## config.mk

```make
export PLATFORM = sky130hd
export DESIGN_NAME = alu_share_arbiter
export DESIGN_NICKNAME = d
export VERILOG_FILES = /design/src/rtl/alu_share_arbiter.sv
export SDC_FILE = /design/constraint.sdc
export NUM_CORES = 1
export LEC_CHECK = 0
export ABC_AREA = 1
export CAP_MARGIN = 10
export CORE_MARGIN = 2
export CORE_UTILIZATION = 50
export CTS_CLUSTER_DIAMETER = 30
export DETAILED_ROUTE_END_ITERATION = 7
export DONT_BUFFER_PORTS = 1
export PLACE_DENSITY = 0.65
export SLEW_MARGIN = 15
export SYNTH_ARGS = -nofsm -noshare
export SYNTH_HDL_FRONTEND = slang
export SYNTH_SLANG_ARGS = --single-unit
```

## constraint.sdc

```tcl
create_clock -name clk -period 7.6 [get_ports clk]
set_clock_uncertainty 0.05 [all_clocks]
set_input_delay 1.52 -clock clk [delete_from_list [all_inputs] [get_ports clk]]
set_output_delay 1.52 -clock clk [all_outputs]
set_load 0.05 [all_outputs]
```

## src/rtl/alu_share_arbiter.sv

```systemverilog
`default_nettype none
// ============================================================================
// Module      : alu
// Description : Combinational 32-bit ALU. Op codes 8'h1..8'ha select
//               add/sub/sll/slt/sltu/xor/srl/sra/or/and. Any other op code
//               yields zero. Shift amounts use the full b operand, so a
//               shift of 32 or more gives 0 for sll/srl and sign fill for sra.
// Revision    : 1.0 - initial release
// ============================================================================
module alu (
    input  logic [31:0] a,
    input  logic [31:0] b,
    input  logic [7:0]  op,
    output logic [31:0] y
);

    localparam logic [7:0] c_op_add  = 8'h1;
    localparam logic [7:0] c_op_sub  = 8'h2;
    localparam logic [7:0] c_op_sll  = 8'h3;
    localparam logic [7:0] c_op_slt  = 8'h4;
    localparam logic [7:0] c_op_sltu = 8'h5;
    localparam logic [7:0] c_op_xor  = 8'h6;
    localparam logic [7:0] c_op_srl  = 8'h7;
    localparam logic [7:0] c_op_sra  = 8'h8;
    localparam logic [7:0] c_op_or   = 8'h9;
    localparam logic [7:0] c_op_and  = 8'ha;

    // Evaluate the selected operation; unknown op codes produce zero
    always_comb begin
        y = 32'h0;
        case (op)
            c_op_add:  y = a + b;
            c_op_sub:  y = a - b;
            c_op_sll:  y = a << b;
            c_op_slt:  y = {31'h0, ($signed(a) < $signed(b))};
            c_op_sltu: y = {31'h0, (a < b)};
            c_op_xor:  y = a ^ b;
            c_op_srl:  y = a >> b;
            c_op_sra:  y = $unsigned($signed(a) >>> b);
            c_op_or:   y = a | b;
            c_op_and:  y = a & b;
            default:   y = 32'h0;
        endcase
    end

endmodule

// ============================================================================
// Module      : alu_share_arbiter
// Description : Shares a single alu between two requesters with round-robin
//               arbitration, valid/ready request handshakes and a registered,
//               individually back-pressured result slot per port. Optionally
//               restricts shift amounts to b[4:0].
// Revision    : 1.0 - initial release
// ============================================================================
module alu_share_arbiter #(
    parameter int MASK_SHAMT = 1,
    parameter int CNT_W      = 16
) (
    input  logic             clk,
    input  logic             rst_n,

    input  logic             req0_valid,
    output logic             req0_ready,
    input  logic [31:0]      req0_a,
    input  logic [31:0]      req0_b,
    input  logic [7:0]       req0_op,
    output logic             rsp0_valid,
    input  logic             rsp0_ready,
    output logic [31:0]      rsp0_y,

    input  logic             req1_valid,
    output logic             req1_ready,
    input  logic [31:0]      req1_a,
    input  logic [31:0]      req1_b,
    input  logic [7:0]       req1_op,
    output logic             rsp1_valid,
    input  logic             rsp1_ready,
    output logic [31:0]      rsp1_y,

    output logic             last_grant,
    output logic [CNT_W-1:0] op_cnt
);

    localparam logic [CNT_W-1:0] c_cnt_one = CNT_W'(1);

    logic        w_elig0;
    logic        w_elig1;
    logic        w_grant0;
    logic        w_grant1;
    logic [31:0] w_a;
    logic [31:0] w_b_raw;
    logic [31:0] w_b;
    logic [7:0]  w_op;
    logic [31:0] w_y;

    // A port is eligible when it requests and its result slot is empty or
    // draining this cycle; nothing is granted while reset is asserted.
    // On a tie the port that did not win last time is granted.
    always_comb begin
        w_elig0  = rst_n && req0_valid && (!rsp0_valid || rsp0_ready);
        w_elig1  = rst_n && req1_valid && (!rsp1_valid || rsp1_ready);
        w_grant0 = w_elig0 && (!w_elig1 || last_grant);
        w_grant1 = w_elig1 && (!w_elig0 || !last_grant);
    end

    assign req0_ready = w_grant0;
    assign req1_ready = w_grant1;

    // Operand mux follows the grant; port 0 is selected when idle
    always_comb begin
        w_a     = req0_a;
        w_b_raw = req0_b;
        w_op    = req0_op;
        if (w_grant1) begin
            w_a     = req1_a;
            w_b_raw = req1_b;
            w_op    = req1_op;
        end
    end

    generate
        if (MASK_SHAMT != 0) begin : g_mask_shamt
            logic w_is_shift;
            assign w_is_shift = (w_op == 8'h3) || (w_op == 8'h7) || (w_op == 8'h8);
            assign w_b        = w_is_shift ? {27'h0, w_b_raw[4:0]} : w_b_raw;
        end else begin : g_pass_shamt
            assign w_b = w_b_raw;
        end
    endgenerate

    alu u_alu (
        .a  (w_a),
        .b  (w_b),
        .op (w_op),
        .y  (w_y)
    );

    // Port 0 result slot: capture on accept, release when consumed
    always_ff @(posedge clk) begin
        if (!rst_n) begin
            rsp0_valid <= 1'b0;
            rsp0_y     <= 32'h0;
        end else if (w_grant0) begin
            rsp0_valid <= 1'b1;
            rsp0_y     <= w_y;
        end else if (rsp0_ready) begin
            rsp0_valid <= 1'b0;
        end
    end

    // Port 1 result slot: capture on accept, release when consumed
    always_ff @(posedge clk) begin
        if (!rst_n) begin
            rsp1_valid <= 1'b0;
            rsp1_y     <= 32'h0;
        end else if (w_grant1) begin
            rsp1_valid <= 1'b1;
            rsp1_y     <= w_y;
        end else if (rsp1_ready) begin
            rsp1_valid <= 1'b0;
        end
    end

    // Remember the winner and count accepted requests; reset favours port 0
    always_ff @(posedge clk) begin
        if (!rst_n) begin
            last_grant <= 1'b1;
            op_cnt     <= '0;
        end else if (w_grant0 || w_grant1) begin
            last_grant <= w_grant1;
            op_cnt     <= op_cnt + c_cnt_one;
        end
    end

endmodule
`default_nettype wire

```

[Word-level counts from Yosys, hierarchy flattened]
Index checks and enable logic that the tools add are counted.
Word-level totals
  register bits after elaboration: 83
Operators by class
  add/subtract/negate cells: 3
  magnitude comparators: 2
  equal/unequal tests: 10
  shift operators: 3
  multiplexer cells: 9
  bitwise logic cells: 3
  reductions and logical operators: 20
Operators by type and width (number)
  case mux 32 bit (10 select lines): 1
  2-to-1 mux 32 bit: 3
  < comparator 32 bit: 2
  adder 32 bit: 1
  bitwise AND 32 bit: 1
  equality test 8 x 3 -> 1 bit, second input constant: 4
  OR 32 bit: 1
  << shifter 32 x 32 -> 32 bit: 1
  >> shifter 32 x 32 -> 32 bit: 1
  >>> shifter 32 x 32 -> 32 bit: 1
  subtractor 32 bit: 1
  bitwise XOR 32 bit: 1
  equality test 8 x 4 -> 1 bit, second input constant: 3
  adder 16 x 1 -> 16 bit, second input constant: 1
  equality test 8 x 2 -> 1 bit, second input constant: 2
  equality test 8 x 1 -> 1 bit, second input constant: 1
  2-to-1 mux 8 bit: 1
  logical OR 1 bit: 7
  logical AND 1 bit: 6
  zero test 1 bit: 5
  2-to-1 mux 1 bit: 4
  nonzero test 2 bit: 2

[Logic depth before layout (Yosys ltp)]
  word-level depth: 13
  depth in mapped cells: 37
  gate-level depth less buffers: 34

[Modules after synthesis]
A second synthesis with hierarchy kept.
Second synthesis, totals
  cell total of the unflattened synthesis: 2788
  area total of the unflattened synthesis: 14876.8 um2
Modules (own cells, without submodules)
  alu: instances 1, cells an instance 2094, area each 10377.5 um2
  alu_share_arbiter: instances 1, cells an instance 694, area each 4499.3 um2

[Worst setup path before layout]
No wires, ideal clock.
  kind: input to register
  from: in rst_n
  to: reg rsp0_y[0]
  data arrival time: 5.850 ns
  required time: 7.441 ns
  slack: 1.591 ns
  stages on the path: 33
  cell sequence: buf_4 nand2_1 clkinv_1 nand3_2 nand2_4 buf_6 buf_2 clkbuf_1 o21ai_1 clkbuf_1 buf_1 ha_1 clkbuf_1 inv_1 nor3_1 a21oi_1 nor2_1 o21ai_0 nand2_1 inv_1 o21ai_0 nand3_1 nand2_1 inv_1 o21ai_0 nand2_1 nand2_1 xor2_1 nor2_1 nor2_1 nand4_1 nand2_1 inv_1
On the way
  word-level cells in the longest chain between the ends: 12
Ends and longest elaborated chain
  start, declared: RTL line 61  | input logic rst_n,
  logical AND 1 bit (2 in a row): RTL line 101  | w_elig0 = rst_n && req0_valid && (!rsp0_valid || rsp0_ready);
  zero test 1 bit: RTL line 104  | w_grant1 = w_elig1 && (!w_elig0 || !last_grant);
  logical OR 1 bit: RTL line 104
  logical AND 1 bit: RTL line 104
  2-to-1 mux 8 bit: RTL line 115  | if (w_grant1) begin
  equality test 8 x 2 -> 1 bit or equality test 8 x 3 -> 1 bit (tied branches): RTL line 31, 125
  logical OR 1 bit (2 in a row): RTL line 125  | assign w_is_shift = (w_op == 8'h3) || (w_op == 8'h7) || (w_op == 8'h8);
  2-to-1 mux 32 bit: RTL line 126  | assign w_b = w_is_shift ? {27'h0, w_b_raw[4:0]} : w_b_raw;
  < comparator 32 bit (tied with other cells): RTL line 36  | c_op_sltu: y = {31'h0, (a < b)};
  case mux 32 bit (10 select lines): RTL line 31  | case (op)
  end signal, assigned: RTL line 146  | rsp0_y <= w_y;
  end, declared: RTL line 70  | output logic [31:0] rsp0_y,
Several ways; a longest one is shown, not always the timed one.
A chain may end at the register's enable or synchronous reset.

[Worst setup path in the final report]
  from: in rsp1_ready
  to: reg rsp0_y[27]
On the way
  word-level cells in the longest chain between the ends: 10
Ends and longest elaborated chain
  start, declared: RTL line 78  | input logic rsp1_ready,
  logical OR 1 bit (*): RTL line 102  | w_elig1 = rst_n && req1_valid && (!rsp1_valid || rsp1_ready);
  logical AND 1 bit (*): RTL line 102
  logical AND 1 bit (*): RTL line 104
  net req1_ready: RTL line 73  | output logic req1_ready,
  2-to-1 mux 8 bit: RTL line 115
  equality test 8 x 2 -> 1 bit or equality test 8 x 3 -> 1 bit (tied branches): RTL line 31, 125
  logical OR 1 bit (2 in a row): RTL line 125
  2-to-1 mux 32 bit: RTL line 126
  subtractor 32 bit (tied with other cells): RTL line 33  | c_op_sub: y = a - b;
  case mux 32 bit (10 select lines) (*): RTL line 31
The timed path passes the listed nets; every way through them passes the cells marked *.

==> metrics.md <==
| Metric | Value |
|---|---|
| Worst R2R Start | `rsp0_valid` |
| Layout cells sized above 1 | `4.34%` |
| Worst R2R End | `rsp0_y[27]` |
| Die Height | `171 um` |
| CTS buffer count | `9` |
| Yosys Warn Count | `0` |
| Max incr delay on CP | `0.88 ns` |
| Required time of the critical path | `7.79 ns` |
| Final Hold Fails | `0` |
| Synth area leaders | `nand2_1 23%, nand3_1 15%, dfxtp_1 12%, ha_1 8.9%, inv_1 8.3%` |
| Initial antenna violation count | `2` |
| Period Utilization, post-route | `92.6%` |
| Critical Path AT | `7.22 ns` |
| Worst Reg-to-Reg Cells | `29` |
| Leakage power | `7.78 nW` |
| Cell area after layout | `14500 sq um` |
| Pin count of the biggest net entering global routing | `97` |
| RSZ-0062 raised after global routing | `false` |
| Clock Sinks | `83` |
| Least-Margin Pin Slew | `1.22 ns` |
| CP top delay family | `simple AND/OR/NAND/NOR gates` |
| H-tree depth | `3` |
| Io pins | `235` |
| GRT Total Usage | `43.8%` |
| Setup CP Type | `in -> reg` |
| Clock transition at path regs | `0.06 ns` |
| Final RePlAce weighted congestion | `1.05` |
| Slowest CP cell | `nor4_1` |
| Max cap viols | `0` |
| DR pass1 iterations | `8` |
| Most frequent cell after synthesis | `nand2_1` |
| Port buffer count | `0` |
| Multi-input logic area | `10500 sq um` |
| Seq/Total Area, Yosys | `12.0%` |
| DP HPWL | `51700 um` |
| WP buf/inv | `6` |
| Most frequent cells after synthesis | `847 x nand2_1, 406 x nand3_1, 307 x inv_1, 246 x nor2_1, 138 x a21oi_1` |
| Fin Setup TNS | `0 ns` |
| Net Count, Synth | `2908` |
| Violated checks | `DRC` |
| Vias | `18300` |
| Post-CTS Hold Buffers | `0` |
| Routed Antenna Nets | `0` |
| First-pass GRT wire length | `97800 um` |
| Fill count | `2961` |
| Peak VDD IR | `0.125 mV` |
| Final setup fails | `0` |
| Avg Cell Area, Syn | `5.23 sq um` |
| Core box area | `27600 sq um` |
| Type of the most critical hold path | `reg -> reg` |
| Slew margin rel. | `17.9%` |
| Asr flop ratio synth | `0%` |
| Hold_sp | `op_cnt[15]` |
| Crit Path Max Fanout | `24` |
| Synth Instances | `2657` |
| FF+latch area | `1660 sq um` |
| Area share of the largest cell type after synthesis | `22.9%` |
| Post-CTS sizing | `0` |
| Worst setup path start | `rsp1_ready` |
| Pint | `0.00110 W` |
| Clk Tree Root Cell | `clkbuf_16` |
| Number of global-route vias before repair | `16600` |
| Drc violations | `20` |
| Clock buffer depth | `2` |
| Synth cell types | `54` |
| Final min period | `7.04 ns` |
| Max-slew violation count | `0` |
| Initial Util | `50.4%` |
| Sw Ratio | `52.1%` |
| Switching power | `0.00120 W` |
| Hold Path End | `op_cnt[15]` |
| Placed cell area | `14200 sq um` |
| Layout area overhead | `4.51%` |
| Postcts setup bufs | `0` |
| Die width | `171 um` |
| Skew-Pair Late Insertion Delay | `0.34 ns` |
| Post-synth EDFFs | `0` |
| ANT cells | `0` |
| Post-Route WL | `65200 um` |
| Worst setup EP type | `flop` |
| Synth Register Bits | `83` |
| Top cell type by total area after synthesis | `nand2_1` |
| Row count | `61` |
| Combinational power share | `52.6%` |
| Avg Vias per Cell | `6.18` |
| Initial DRC count | `2579` |
| Crit start category | `primary input` |
| Worst hold stages | `2` |
| Clk pwr share | `21.0%` |
| Sequential share of power | `26.4%` |
| FF-to-FF setup slack | `1.09 ns` |
| Fmax achieved | `0.142 GHz` |
| Most used DFF post-synth | `dfxtp_1` |
| Most Frequent Cell on Critical Path | `nand2_1` |
| CTS tree | `built` |
| Die ar. | `29100 sq um` |
| PD cells | `159 nW/um^2` |
| GRT overflow | `0` |
| WL/cell | `22.0 um` |
| Mapped cell area | `13900 sq um` |
| Final #Nets | `2826` |
| Outcome | `finished with violations` |
worst reg2reg max path: cells and delay by family, from the launching register on:
| family | cells | cell delay, ns |
|---|---|---|
| adder cells (fa/ha/maj) | 1 | 0.34 |
| AND/OR/NAND/NOR | 20 | 3.60 |
| flip-flops | 1 | 0.66 |
| buffers and inverters | 5 | 1.17 |
| AO/OA/AOI/OAI | 3 | 0.60 |
routing by layer:
metal | up-vias | wire, um | track usage [%]
met5 | - | 27 | 0
met1 | 8356 | 25800 | 55.9
met3 | 233 | 8150 | 13.6
met2 | 1205 | 27200 | 65.9
li1 | 8496 | - | -
met4 | 4 | 4050 | 23.3
cell type report:
cell class / instances / share of cell area (%)
Clock inverter: 5 / 0.577
Inverter: 327 / 8.45
Timing Repair Buffer: 49 / 2.62
Tap cell: 378 / 3.26
Clock buffer: 11 / 1.67
Multi-Input combinational cell: 2105 / 72.0
Sequential cell: 83 / 11.4
placed cells by master (no fill, tap or decap), types with 37 or more instances in the layout:
| master | instances |
|---|---|
| nand2_1 | 847 |
| nand3_1 | 406 |
| inv_1 | 307 |
| nor2_1 | 245 |
| a21oi_1 | 138 |
| o21ai_0 | 118 |
| ha_1 | 99 |
| dfxtp_1 | 83 |
| buf_4 | 48 |
| nand4_1 | 37 |
flip-flops by register name, summed over array words and instances, names as in the netlist:
| register | count |
|---|---|
| rsp0_y | 32 |
| rsp1_y | 32 |
| op_cnt | 16 |
| rsp0_valid | 1 |
| last_grant | 1 |
| rsp1_valid | 1 |
how the worst max path moves through the flow:
| stage | endpoint | slack [ns] | cells after the start |
|---|---|---|---|
| 2_1_floorplan | rsp0_y[0] | 1.59 | 33 |
| 3_3_place_gp | rsp0_y[27] | 0.58 | 29 |
| 3_5_place_dp | rsp0_y[27] | 0.59 | 29 |
| 4_1_cts | rsp0_y[27] | 0.90 | 29 |
| 5_1_grt | rsp0_y[28] | 0.15 | 33 |
| 6_report | rsp0_y[27] | 0.56 | 29 |
per-stage QoR:
stage / hold WS, ns / setup slack (ns) / total power, W / utilization [%] / std cells
5_1_grt: 0.728 / 0.151 / 0.00243 / 52.7 / 2958
2_1_floorplan: 0.636 / 1.59 / 0.00142 / - / 2657
4_1_cts: 0.687 / 0.904 / 0.00224 / 52.7 / 2958
6_report: 0.687 / 0.561 / 0.00230 / 52.7 / 2958
3_3_place_gp: 0.659 / 0.582 / 0.00177 / 51.5 / 2942
3_5_place_dp: 0.676 / 0.591 / 0.00177 / 51.5 / 2942
cell families (layout without fill, tap and decap cells):
family,after synthesis,after routing,share of synthesized area [%]
compound gates,397,397,16.6
flops,83,83,12.0
buf+inv,469,392,13.1
xor+xnor,11,11,0.693
fa+ha+maj,101,101,9.20
simple gates,1596,1596,48.4
power groups by stage:
stage	Combinational, W	Sequential, W	Clock, W
6_report	0.00121	0.000609	0.000483
5_1_grt	0.00132	0.000612	0.000497
4_1_cts	0.00116	0.000609	0.000479
3_5_place_dp	0.00115	0.000618	0
3_3_place_gp	0.00115	0.000618	0
2_1_floorplan	0.000812	0.000608	0
Power figures use the tool's default switching activity.
